### config.mk
export PLATFORM = sky130hd
export DESIGN_NAME = uart_rx_fifo
export DESIGN_NICKNAME = d
export VERILOG_FILES = /design/src/rtl/uart_pkg.sv /design/src/rtl/uart_fifo.sv /design/src/rtl/uart_rx_fifo.sv
export SDC_FILE = /design/constraint.sdc
export NUM_CORES = 1
export LEC_CHECK = 0
export BUFFER_PORTS_ARGS = -buffer_cell sky130_fd_sc_hd__buf_2
export CAP_MARGIN = 15
export CORE_MARGIN = 2
export CORE_UTILIZATION = 40
export CTS_CLUSTER_DIAMETER = 150
export DETAILED_ROUTE_END_ITERATION = 8
export PLACE_DENSITY = 0.6
export SYNTH_ARGS = -nofsm -noshare
export SYNTH_HDL_FRONTEND = slang
export SYNTH_HIERARCHICAL = 1
export SYNTH_SLANG_ARGS = --single-unit
### constraint.sdc
create_clock -name clk -period 10.8 [get_ports clk]
set_input_delay 1.08 -clock clk [delete_from_list [all_inputs] [get_ports clk]]
set_output_delay 1.08 -clock clk [all_outputs]
set_load 0.005 [all_outputs]
### src/rtl/uart_pkg.sv
// Shared definitions for the UART receiver: parity modes, receiver FSM states
// and the bit layout of one receive-FIFO entry.
package uart_pkg;

   localparam logic [1:0] PAR_SPACE = 2'b00;
   localparam logic [1:0] PAR_EVEN  = 2'b01;
   localparam logic [1:0] PAR_ODD   = 2'b10;
   localparam logic [1:0] PAR_MARK  = 2'b11;

   typedef enum logic [2:0] {
      IDLE       = 3'd0,
      START      = 3'd1,
      DATA       = 3'd2,
      PARITY     = 3'd3,
      STOP       = 3'd4,
      BREAK_WAIT = 3'd5
   } rx_state_e;

   localparam int unsigned ENTRY_DATA_LSB = 0;
   localparam int unsigned ENTRY_DATA_W   = 8;
   localparam int unsigned ENTRY_PE_BIT   = 8;
   localparam int unsigned ENTRY_FE_BIT   = 9;
   localparam int unsigned ENTRY_BRK_BIT  = 10;
   localparam int unsigned ENTRY_W        = 11;

   function automatic logic maj3(input logic a, input logic b, input logic c);
      return (a & b) | (a & c) | (b & c);
   endfunction

endpackage

### src/rtl/uart_fifo.sv
// Show-ahead FIFO for received frames; a push while full is accepted only if a
// pop happens in the same cycle.
module uart_fifo #(
   parameter int unsigned DEPTH = 16,
   parameter int unsigned WIDTH = 11
) (
   input  logic                     clk,
   input  logic                     rst,
   input  logic                     push_i,
   input  logic [WIDTH-1:0]         push_data_i,
   input  logic                     pop_i,
   output logic [WIDTH-1:0]         rd_data_o,
   output logic                     valid_o,
   output logic                     full_o,
   output logic [$clog2(DEPTH):0]   count_o
);

   localparam int unsigned AW = $clog2(DEPTH);

   logic [WIDTH-1:0] mem_q [DEPTH];
   logic [AW-1:0]    wr_ptr_q, wr_ptr_d;
   logic [AW-1:0]    rd_ptr_q, rd_ptr_d;
   logic [AW:0]      count_q, count_d;
   logic             empty, do_push, do_pop;

   always_comb begin
      empty    = (count_q == '0);
      full_o   = (count_q == (AW+1)'(DEPTH));
      do_pop   = pop_i & ~empty;
      do_push  = push_i & (~full_o | do_pop);
      wr_ptr_d = do_push ? wr_ptr_q + 1'b1 : wr_ptr_q;
      rd_ptr_d = do_pop  ? rd_ptr_q + 1'b1 : rd_ptr_q;
      count_d  = count_q;
      if (do_push && !do_pop) begin
         count_d = count_q + 1'b1;
      end else if (do_pop && !do_push) begin
         count_d = count_q - 1'b1;
      end
   end

   always_ff @(posedge clk) begin
      if (!rst) begin
         wr_ptr_q <= '0;
         rd_ptr_q <= '0;
         count_q  <= '0;
      end else begin
         wr_ptr_q <= wr_ptr_d;
         rd_ptr_q <= rd_ptr_d;
         count_q  <= count_d;
      end
   end

   // Storage needs no reset: the output is forced to zero while empty.
   always_ff @(posedge clk) begin
      if (do_push) begin
         mem_q[wr_ptr_q] <= push_data_i;
      end
   end

   always_comb begin
      valid_o   = ~empty;
      rd_data_o = empty ? '0 : mem_q[rd_ptr_q];
      count_o   = count_q;
   end

endmodule

### src/rtl/uart_rx_fifo.sv
// UART receiver with majority-vote bit sampling, parity/framing/break
// detection and a show-ahead receive FIFO with sticky overflow.
module uart_rx_fifo
   import uart_pkg::*;
#(
   parameter int unsigned DEPTH     = 16,
   parameter int unsigned DIV_WIDTH = 24
) (
   input  logic                     clk,
   input  logic                     rst,
   input  logic                     rx,
   input  logic [1:0]               dataBits,
   input  logic                     hasParity,
   input  logic [1:0]               parityMode,
   input  logic                     extraStopBit,
   input  logic [DIV_WIDTH-1:0]     clockDivisor,
   output logic [7:0]               rdData,
   output logic                     rdParityError,
   output logic                     rdFramingError,
   output logic                     rdBreak,
   output logic                     rdValid,
   input  logic                     rdReq,
   output logic [$clog2(DEPTH):0]   count,
   output logic                     overflow,
   input  logic                     clearOverflow
);

   logic                 rx_meta_q, rx_sync_q, rx_prev_q;
   logic [1:0]           hist_q;
   rx_state_e            state_q, state_d;
   logic [DIV_WIDTH-1:0] cnt_q, cnt_d, div_q, div_d, div_eff;
   logic [2:0]           bits_m1_q, bits_m1_d, bit_idx_q, bit_idx_d;
   logic                 has_par_q, has_par_d, two_stop_q, two_stop_d;
   logic [1:0]           par_mode_q, par_mode_d;
   logic                 stop_idx_q, stop_idx_d;
   logic [7:0]           data_q, data_d;
   logic                 ones_q, ones_d, all_zero_q, all_zero_d;
   logic                 pe_q, pe_d, fe_q, fe_d;
   logic                 push_q, push_d;
   logic [ENTRY_W-1:0]   entry_q, entry_d;
   logic                 overflow_q, overflow_d;
   logic                 start_edge, sample, vote, brk;
   logic                 fifo_full, fifo_pop;
   logic [ENTRY_W-1:0]   fifo_rd;

   always_comb begin
      div_eff    = (clockDivisor < DIV_WIDTH'(4)) ? DIV_WIDTH'(4) : clockDivisor;
      start_edge = rx_prev_q & ~rx_sync_q;
      sample     = (cnt_q == '0);
      vote       = maj3(hist_q[1], hist_q[0], rx_sync_q);
      brk        = 1'b0;

      state_d    = state_q;
      cnt_d      = sample ? div_q - DIV_WIDTH'(1) : cnt_q - DIV_WIDTH'(1);
      div_d      = div_q;
      bits_m1_d  = bits_m1_q;
      has_par_d  = has_par_q;
      par_mode_d = par_mode_q;
      two_stop_d = two_stop_q;
      bit_idx_d  = bit_idx_q;
      stop_idx_d = stop_idx_q;
      data_d     = data_q;
      ones_d     = ones_q;
      all_zero_d = all_zero_q;
      pe_d       = pe_q;
      fe_d       = fe_q;
      push_d     = 1'b0;
      entry_d    = entry_q;

      case (state_q)
         IDLE: begin
            if (start_edge) begin
               state_d    = START;
               div_d      = div_eff;
               // Counter reaches zero exactly floor(D/2) cycles after the edge.
               cnt_d      = (div_eff >> 1) - DIV_WIDTH'(1);
               bits_m1_d  = {1'b0, dataBits} + 3'd4;
               has_par_d  = hasParity;
               par_mode_d = parityMode;
               two_stop_d = extraStopBit;
               bit_idx_d  = '0;
               stop_idx_d = 1'b0;
               data_d     = '0;
               ones_d     = 1'b0;
               all_zero_d = 1'b1;
               pe_d       = 1'b0;
               fe_d       = 1'b0;
            end
         end
         START: begin
            if (sample) begin
               state_d = vote ? IDLE : DATA;
            end
         end
         DATA: begin
            if (sample) begin
               data_d[bit_idx_q] = vote;
               ones_d     = ones_q ^ vote;
               all_zero_d = all_zero_q & ~vote;
               if (bit_idx_q == bits_m1_q) begin
                  state_d = has_par_q ? PARITY : STOP;
               end else begin
                  bit_idx_d = bit_idx_q + 3'd1;
               end
            end
         end
         PARITY: begin
            if (sample) begin
               all_zero_d = all_zero_q & ~vote;
               case (par_mode_q)
                  PAR_EVEN:  pe_d = ones_q ^ vote;
                  PAR_ODD:   pe_d = ~(ones_q ^ vote);
                  PAR_SPACE: pe_d = vote;
                  default:   pe_d = ~vote;
               endcase
               state_d = STOP;
            end
         end
         STOP: begin
            if (sample) begin
               fe_d       = fe_q | ~vote;
               all_zero_d = all_zero_q & ~vote;
               if (stop_idx_q == two_stop_q) begin
                  brk     = all_zero_q & ~vote;
                  push_d  = 1'b1;
                  entry_d = '0;
                  if (brk) begin
                     entry_d[ENTRY_BRK_BIT] = 1'b1;
                     state_d = BREAK_WAIT;
                  end else begin
                     entry_d[ENTRY_DATA_LSB +: ENTRY_DATA_W] = data_q;
                     entry_d[ENTRY_PE_BIT] = pe_q;
                     entry_d[ENTRY_FE_BIT] = fe_q | ~vote;
                     state_d = IDLE;
                  end
               end else begin
                  stop_idx_d = 1'b1;
               end
            end
         end
         BREAK_WAIT: begin
            if (rx_sync_q) begin
               state_d = IDLE;
            end
         end
         default: state_d = IDLE;
      endcase
   end

   always_comb begin
      fifo_pop   = rdReq & rdValid;
      overflow_d = (overflow_q & ~clearOverflow) | (push_q & fifo_full & ~fifo_pop);
   end

   always_ff @(posedge clk) begin
      if (!rst) begin
         rx_meta_q  <= 1'b1;
         rx_sync_q  <= 1'b1;
         rx_prev_q  <= 1'b1;
         hist_q     <= 2'b11;
         state_q    <= IDLE;
         cnt_q      <= '0;
         div_q      <= DIV_WIDTH'(4);
         bits_m1_q  <= '0;
         has_par_q  <= 1'b0;
         par_mode_q <= PAR_SPACE;
         two_stop_q <= 1'b0;
         bit_idx_q  <= '0;
         stop_idx_q <= 1'b0;
         data_q     <= '0;
         ones_q     <= 1'b0;
         all_zero_q <= 1'b0;
         pe_q       <= 1'b0;
         fe_q       <= 1'b0;
         push_q     <= 1'b0;
         entry_q    <= '0;
         overflow_q <= 1'b0;
      end else begin
         rx_meta_q  <= rx;
         rx_sync_q  <= rx_meta_q;
         rx_prev_q  <= rx_sync_q;
         hist_q     <= {hist_q[0], rx_sync_q};
         state_q    <= state_d;
         cnt_q      <= cnt_d;
         div_q      <= div_d;
         bits_m1_q  <= bits_m1_d;
         has_par_q  <= has_par_d;
         par_mode_q <= par_mode_d;
         two_stop_q <= two_stop_d;
         bit_idx_q  <= bit_idx_d;
         stop_idx_q <= stop_idx_d;
         data_q     <= data_d;
         ones_q     <= ones_d;
         all_zero_q <= all_zero_d;
         pe_q       <= pe_d;
         fe_q       <= fe_d;
         push_q     <= push_d;
         entry_q    <= entry_d;
         overflow_q <= overflow_d;
      end
   end

   uart_fifo #(
      .DEPTH (DEPTH),
      .WIDTH (ENTRY_W)
   ) u_fifo (
      .clk         (clk),
      .rst         (rst),
      .push_i      (push_q),
      .push_data_i (entry_q),
      .pop_i       (fifo_pop),
      .rd_data_o   (fifo_rd),
      .valid_o     (rdValid),
      .full_o      (fifo_full),
      .count_o     (count)
   );

   always_comb begin
      rdData         = fifo_rd[ENTRY_DATA_LSB +: ENTRY_DATA_W];
      rdParityError  = fifo_rd[ENTRY_PE_BIT];
      rdFramingError = fifo_rd[ENTRY_FE_BIT];
      rdBreak        = fifo_rd[ENTRY_BRK_BIT];
      overflow       = overflow_q;
   end

endmodule
Yosys cells after proc, flatten, opt, wreduce, memory -nomap -nowiden
Memories as Yosys holds them, arrays and structs flattened. A register that Yosys moved wholly into a read port is not among the register bits.
Index checks and enable logic that the tools add are counted.
{ "word_totals": {"reg_bits": 105, "mem_bits_rw": 176, "input_bits": 35, "out_inout_bits": 18, "word_cells": 157, "mem_count": 1} }
{ "classes": {"n_addsub": 9, "order_cmp": 3, "n_eq_ne": 21, "n_mux": 50, "n_bitwise": 24, "n_reduce_logical": 25} }
{ "mem_list": {"columns": ["memory", "words", "word_bits", "read_ports", "rd_clocked_by_memory_dff", "write_ports", "line", "source"], "rows": [
  ["u_fifo.mem_q", 16, 11, 1, 1, 1, "uart_fifo.sv:20", "logic [WIDTH-1:0] mem_q [DEPTH];"]
]} }
{ "ops": {"columns": ["cell", "n"], "rows": [
  ["$mux W24", 4],
  ["$sub A24 B1 Y24 const B", 2],
  ["$mux W3", 13],
  ["$logic_not A24 Y1", 1],
  ["$lt A24 B3 Y1 const B", 1],
  ["$sub A23 B1 Y24 const B", 1],
  ["$ne A2 B2 Y1 const B", 10],
  ["$pmux W3 S6", 1],
  ["$reduce_and A3 Y1", 6],
  ["$mux W8", 2],
  ["$pmux W8 S2", 1],
  ["$mux W1", 13],
  ["$and A1 B1 Y1", 11],
  ["$mux W11", 1],
  ["$mux W10", 1],
  ["$mux W5", 2],
  ["$pmux W1 S2", 5],
  ["$reduce_bool A2 Y1", 5],
  ["$add A4 B1 Y4 const B", 2],
  ["$bwmux W8", 1],
  ["$mux W4", 2],
  ["$reduce_and A4 Y1", 2],
  ["$reduce_and A8 Y1", 1],
  ["$not A1 Y1", 7],
  ["28 further kinds", 37]
]} }

Longest topological paths before layout
{ "logic_depth": {"word_depth": 10, "ltp_mapped": 14, "mapped_depth_nobuf": 13} }

Modules after synthesis
The synthesis kept the hierarchy.
{ "by_module_without_submodules": {"columns": ["module", "n_inst", "cells_each", "area_per_inst_um2", "seq_area_each_um2"], "rows": [
  ["uart_fifo", 1, 393, 7797.5, 5625.4],
  ["uart_rx_fifo", 1, 653, 5118.7, 1821.7]
]} }

Worst setup path before layout
OpenSTA, ideal clock, no wires.
{ "synth_path": {"path_type": "input port to flip-flop", "start": "in clockDivisor[20]", "end": "reg cnt_q[20]", "setup_time_ps": 136, "t_arrival_ps": 4177, "required_time_ps": 10664, "slack_ps": 6487, "cell_stages": 11, "n_path_buf": 1, "path_cell_list": "or4_1 -> or4_1 -> clkbuf_1 -> or3_1 -> nand2_1 -> ha_1 -> nor4b_1 -> or3b_2 -> xnor2_1 -> o21ai_0 -> a31oi_1"} }
{ "synth_between": {"elab_chain_cells": 5} }
{ "synth_rtl": {"columns": ["item", "line", "source"], "rows": [
  ["start: declaration", "uart_rx_fifo.sv:16", "input logic [DIV_WIDTH-1:0] clockDivisor,"],
  ["$lt A24 B3 Y1", "uart_rx_fifo.sv:47", "div_eff = (clockDivisor < DIV_WIDTH'(4)) ? DIV_WIDTH'(4) : clockDivisor;"],
  ["$mux W24 (*)", "uart_rx_fifo.sv:47", null],
  ["$sub A23 B1 Y24 (*)", "uart_rx_fifo.sv:76", "cnt_d = (div_eff >> 1) - DIV_WIDTH'(1);"],
  ["$mux W24 (*)", "uart_rx_fifo.sv:72", "if (start_edge) begin"],
  ["$mux W24 (*)", "uart_rx_fifo.sv:70", "case (state_q)"],
  ["end signal: assignment", "uart_rx_fifo.sv:184", "cnt_q <= cnt_d;"],
  ["end: declaration", "uart_rx_fifo.sv:31", "logic [DIV_WIDTH-1:0] cnt_q, cnt_d, div_q, div_d, div_eff;"]
]} }
Mark *: on every way between the ends. The rest lies on a longest branch, timed or not.
A chain may end at the register's enable or synchronous reset.

==> impl_metrics.env <==
export IMPL_synth_cells=1046
export IMPL_drt_pass1_iter_count=5
export IMPL_ys_seq_area_share_pct=57.7
export IMPL_hpwl_microns=19000
export IMPL_cts_clk_slew_worst_paths_ns=0.06
export IMPL_track_usage_pct=17.4
export IMPL_start_util_pct=40.8
export IMPL_synthFlopType="edfxtp_1"
export IMPL_max_clock_path_buffers=3
export IMPL_crit_type="register to primary output"
export IMPL_core_sq_um=31600
export IMPL_antenna_left=0
export IMPL_grt_start_max_net_pins=65
export IMPL_wirelength_microns=29000
export IMPL_grt_overflow=0
export IMPL_hold_violations=0
export IMPL_synth_cell_types=78
export IMPL_crit_reg2reg_launch="cnt_q[2]"
export IMPL_pwr_density_cell_nw_per_um2=180
export IMPL_area_growth_pct=12.2
export IMPL_antenna_found_initial=0
export IMPL_cts_sinks=284
export IMPL_htree_levels=1
export IMPL_fin_util_pct=45.8
export IMPL_drtIter0Drc=625
export IMPL_leakagePower_nw=4.93
export IMPL_final_common_cell="edfxtp_1"
export IMPL_cp_arrival_ns=2.91
export IMPL_ys_ff_latch=284
export IMPL_relSlewSlack_pct=32.2
export IMPL_rows=65
export IMPL_cts_buffers=29
export IMPL_cp_end_kind="primary output"
export IMPL_layout_cells_non_filler=1523
export IMPL_ys_async_sr_fraction_pct=0
export IMPL_clock_latency_ns=0.57
export IMPL_io_buffers=52
export IMPL_grt_pass1_vias=8365
export IMPL_syn_cell_area_sq_um=12900
export IMPL_tightest_slew_ns=1.00
export IMPL_hold_depth=1
export IMPL_drc_errors=0
export IMPL_fin_ws_ns=6.81
export IMPL_final_cell_mix="176 x edfxtp_1, 118 x nand2_1, 106 x dfxtp_1"
export IMPL_gp_congestion=0.858
export IMPL_postCtsHoldBufs=0
export IMPL_dp_cells=1466
export IMPL_diodes=0
export IMPL_dieWidth_microns=184
export IMPL_wl_per_cell_microns=19.0
export IMPL_reg2regPathDepth=12
export IMPL_cts_setup_buffers=0
export IMPL_ctsResizeCount=0
export IMPL_status="finished clean"
export IMPL_rrSetupSlack_ns=6.98
export IMPL_synth_edf_count=176
export IMPL_grt_pass1_wl_microns=46400
export IMPL_min_period_ns=3.99
export IMPL_pre_cts_slack_ns=6.32
export IMPL_min_to="rx_sync_q"
export IMPL_drv_slew=0
export IMPL_fill_cells=2908
export IMPL_cap_violations=0
export IMPL_rsz0062_at_grt="false"
export IMPL_yosys_warnings=6
export IMPL_fin_crit_sh_pct=36.9
export IMPL_setup_viol=0
export IMPL_nets=1147
export IMPL_required_ns=9.72
export IMPL_cp_max_fo=44
export IMPL_fin_tns_setup_ns=0
export IMPL_synth_nets=1094
export IMPL_min_from="rx_meta_q"
export IMPL_drive_gt1_share_pct=15.6
export IMPL_die_y_microns=184
export IMPL_peakVddDrop_mv=0.151
export IMPL_num_io_pins=53
export IMPL_critPathLaunchType="register"
export IMPL_skew_ns=0.0198
export IMPL_syn_avg_cell_area_sq_um=12.3
export IMPL_r2r_end="cnt_q[18]"
export IMPL_hold_path_class="register to register"
export IMPL_avgViaCountPerCell=5.54
export IMPL_clock_tree_root_cell="clkbuf_16"
export IMPL_die_area_sq_um=33700
export IMPL_max_freq_mhz=251
export IMPL_cts_tree="built"
export IMPL_vias=8433
==> where the power goes <==
part	leakage, nW	internal (W)	total [W]	switching [W]
clock	0.455	0.000563	0.000971	0.000408
sequential	2.51	0.00118	0.00124	0.0000550
combinational	1.96	0.000153	0.000401	0.000249
==> layout make-up <==
class / count / area [sq um] / share of cell area, %
sequential: 284 / 7450 / 51.4
multi-input combinational: 694 / 5110 / 35.2
clock buffer: 34 / 744 / 5.14
tap: 402 / 503 / 3.47
timing repair buffer: 81 / 482 / 3.32
clock inverter: 19 / 175 / 1.21
inverter: 9 / 33.8 / 0.233
==> critical path, stage by stage, from the launching register on <==
cell and delay (ns):
dfxtp_2 0.31, buf_4 0.57, mux4_1 0.65, nor2b_1 0.15, a211oi_1 0.36, a211oi_1 0.08
buf_2 0.17
==> cells in the mapped netlist (all sizes together), types with 7 or more instances <==
cell type | number | area (sq um)
a211oi | 32 | 240
a21boi | 42 | 319
a21oi | 34 | 174
a31oi | 14 | 87.6
and2 | 18 | 113
buf | 20 | 153
clkbuf | 37 | 153
dfxtp | 108 | 2160
edfxtp | 176 | 5290
ha | 12 | 150
inv | 9 | 33.8
mux2i | 23 | 230
mux4 | 44 | 1020
nand2 | 118 | 443
nand2b | 9 | 56.3
nand3 | 31 | 155
nand4 | 9 | 56.3
nor2 | 57 | 214
nor2b | 17 | 106
nor3 | 33 | 176
nor4 | 13 | 81.3
o211ai | 13 | 97.6
o21ai | 29 | 156
o31ai | 10 | 75.1
or3 | 16 | 105
or4 | 7 | 56.3
xnor2 | 27 | 236
xor2 | 17 | 149
==> per-layer routing <==
metal	share of wire [%]	routed length (microns)	up-vias	global-route usage [%]
li1	-	-	4106	-
met1	46	13400	4111	24.1
met2	47	13800	170	29.1
met3	4.2	1230	46	2.69
met4	1.9	563	0	3.65
met5	0	0	-	0
==> sequential cells by signal, summed over array words and instances, names as in the netlist, 3 cells and up, named ones only <==
| name | count |
|---|---|
| cnt_q | 24 |
| u_fifo/wr_ptr_q | 4 |
| u_fifo/mem_q | 176 |
| bit_idx_q | 3 |
| state_q | 3 |
| entry_q | 11 |
| data_q | 8 |
| u_fifo/count_o | 5 |
| u_fifo/rd_ptr_q | 4 |
| div_q | 24 |
| bits_m1_q | 3 |
==> how the worst max path moves through the flow <==
| stage | start | end | slack [ns] | cells after the start |
|---|---|---|---|---|
| detailed placement | clockDivisor[20] | cnt_q[20] | 6.32 | 12 |
| global route | cnt_q[2] | cnt_q[18] | 6.61 | 12 |
| finish | register | rdData[0] | 6.81 | 6 |
| global placement | clockDivisor[20] | cnt_q[20] | 6.35 | 12 |
| CTS | register | rdData[0] | 6.72 | 6 |
| floorplan | clockDivisor[20] | cnt_q[20] | 6.49 | 11 |
==> metrics by stage <==
stage                     hold slack (ns)  instance area (sq um)  total power (W)
final                               0.413                  14500          0.00261
after floorplan                     0.386                  12900          0.00154
after CTS                           0.415                  14500          0.00263
after global routing                0.434                  14500          0.00273
after global placement              0.393                  13500          0.00165
after detailed placement            0.393                  13500          0.00166
==> logic make-up (layout without fill, tap and decap cells) <==
logic type	count (synthesis)	in the layout	synth area share [%]
AO/OA/AOI/OAI	215	215	11.6
XOR/XNOR	44	44	2.98
adder cells (fa/ha/maj)	13	13	1.32
buffers and inverters	68	143	2.85
flip-flops	284	284	57.7
multiplexers	67	67	9.72
AND/OR/NAND/NOR	355	355	13.9
No activity file was read; power rests on OpenSTA's default activity.
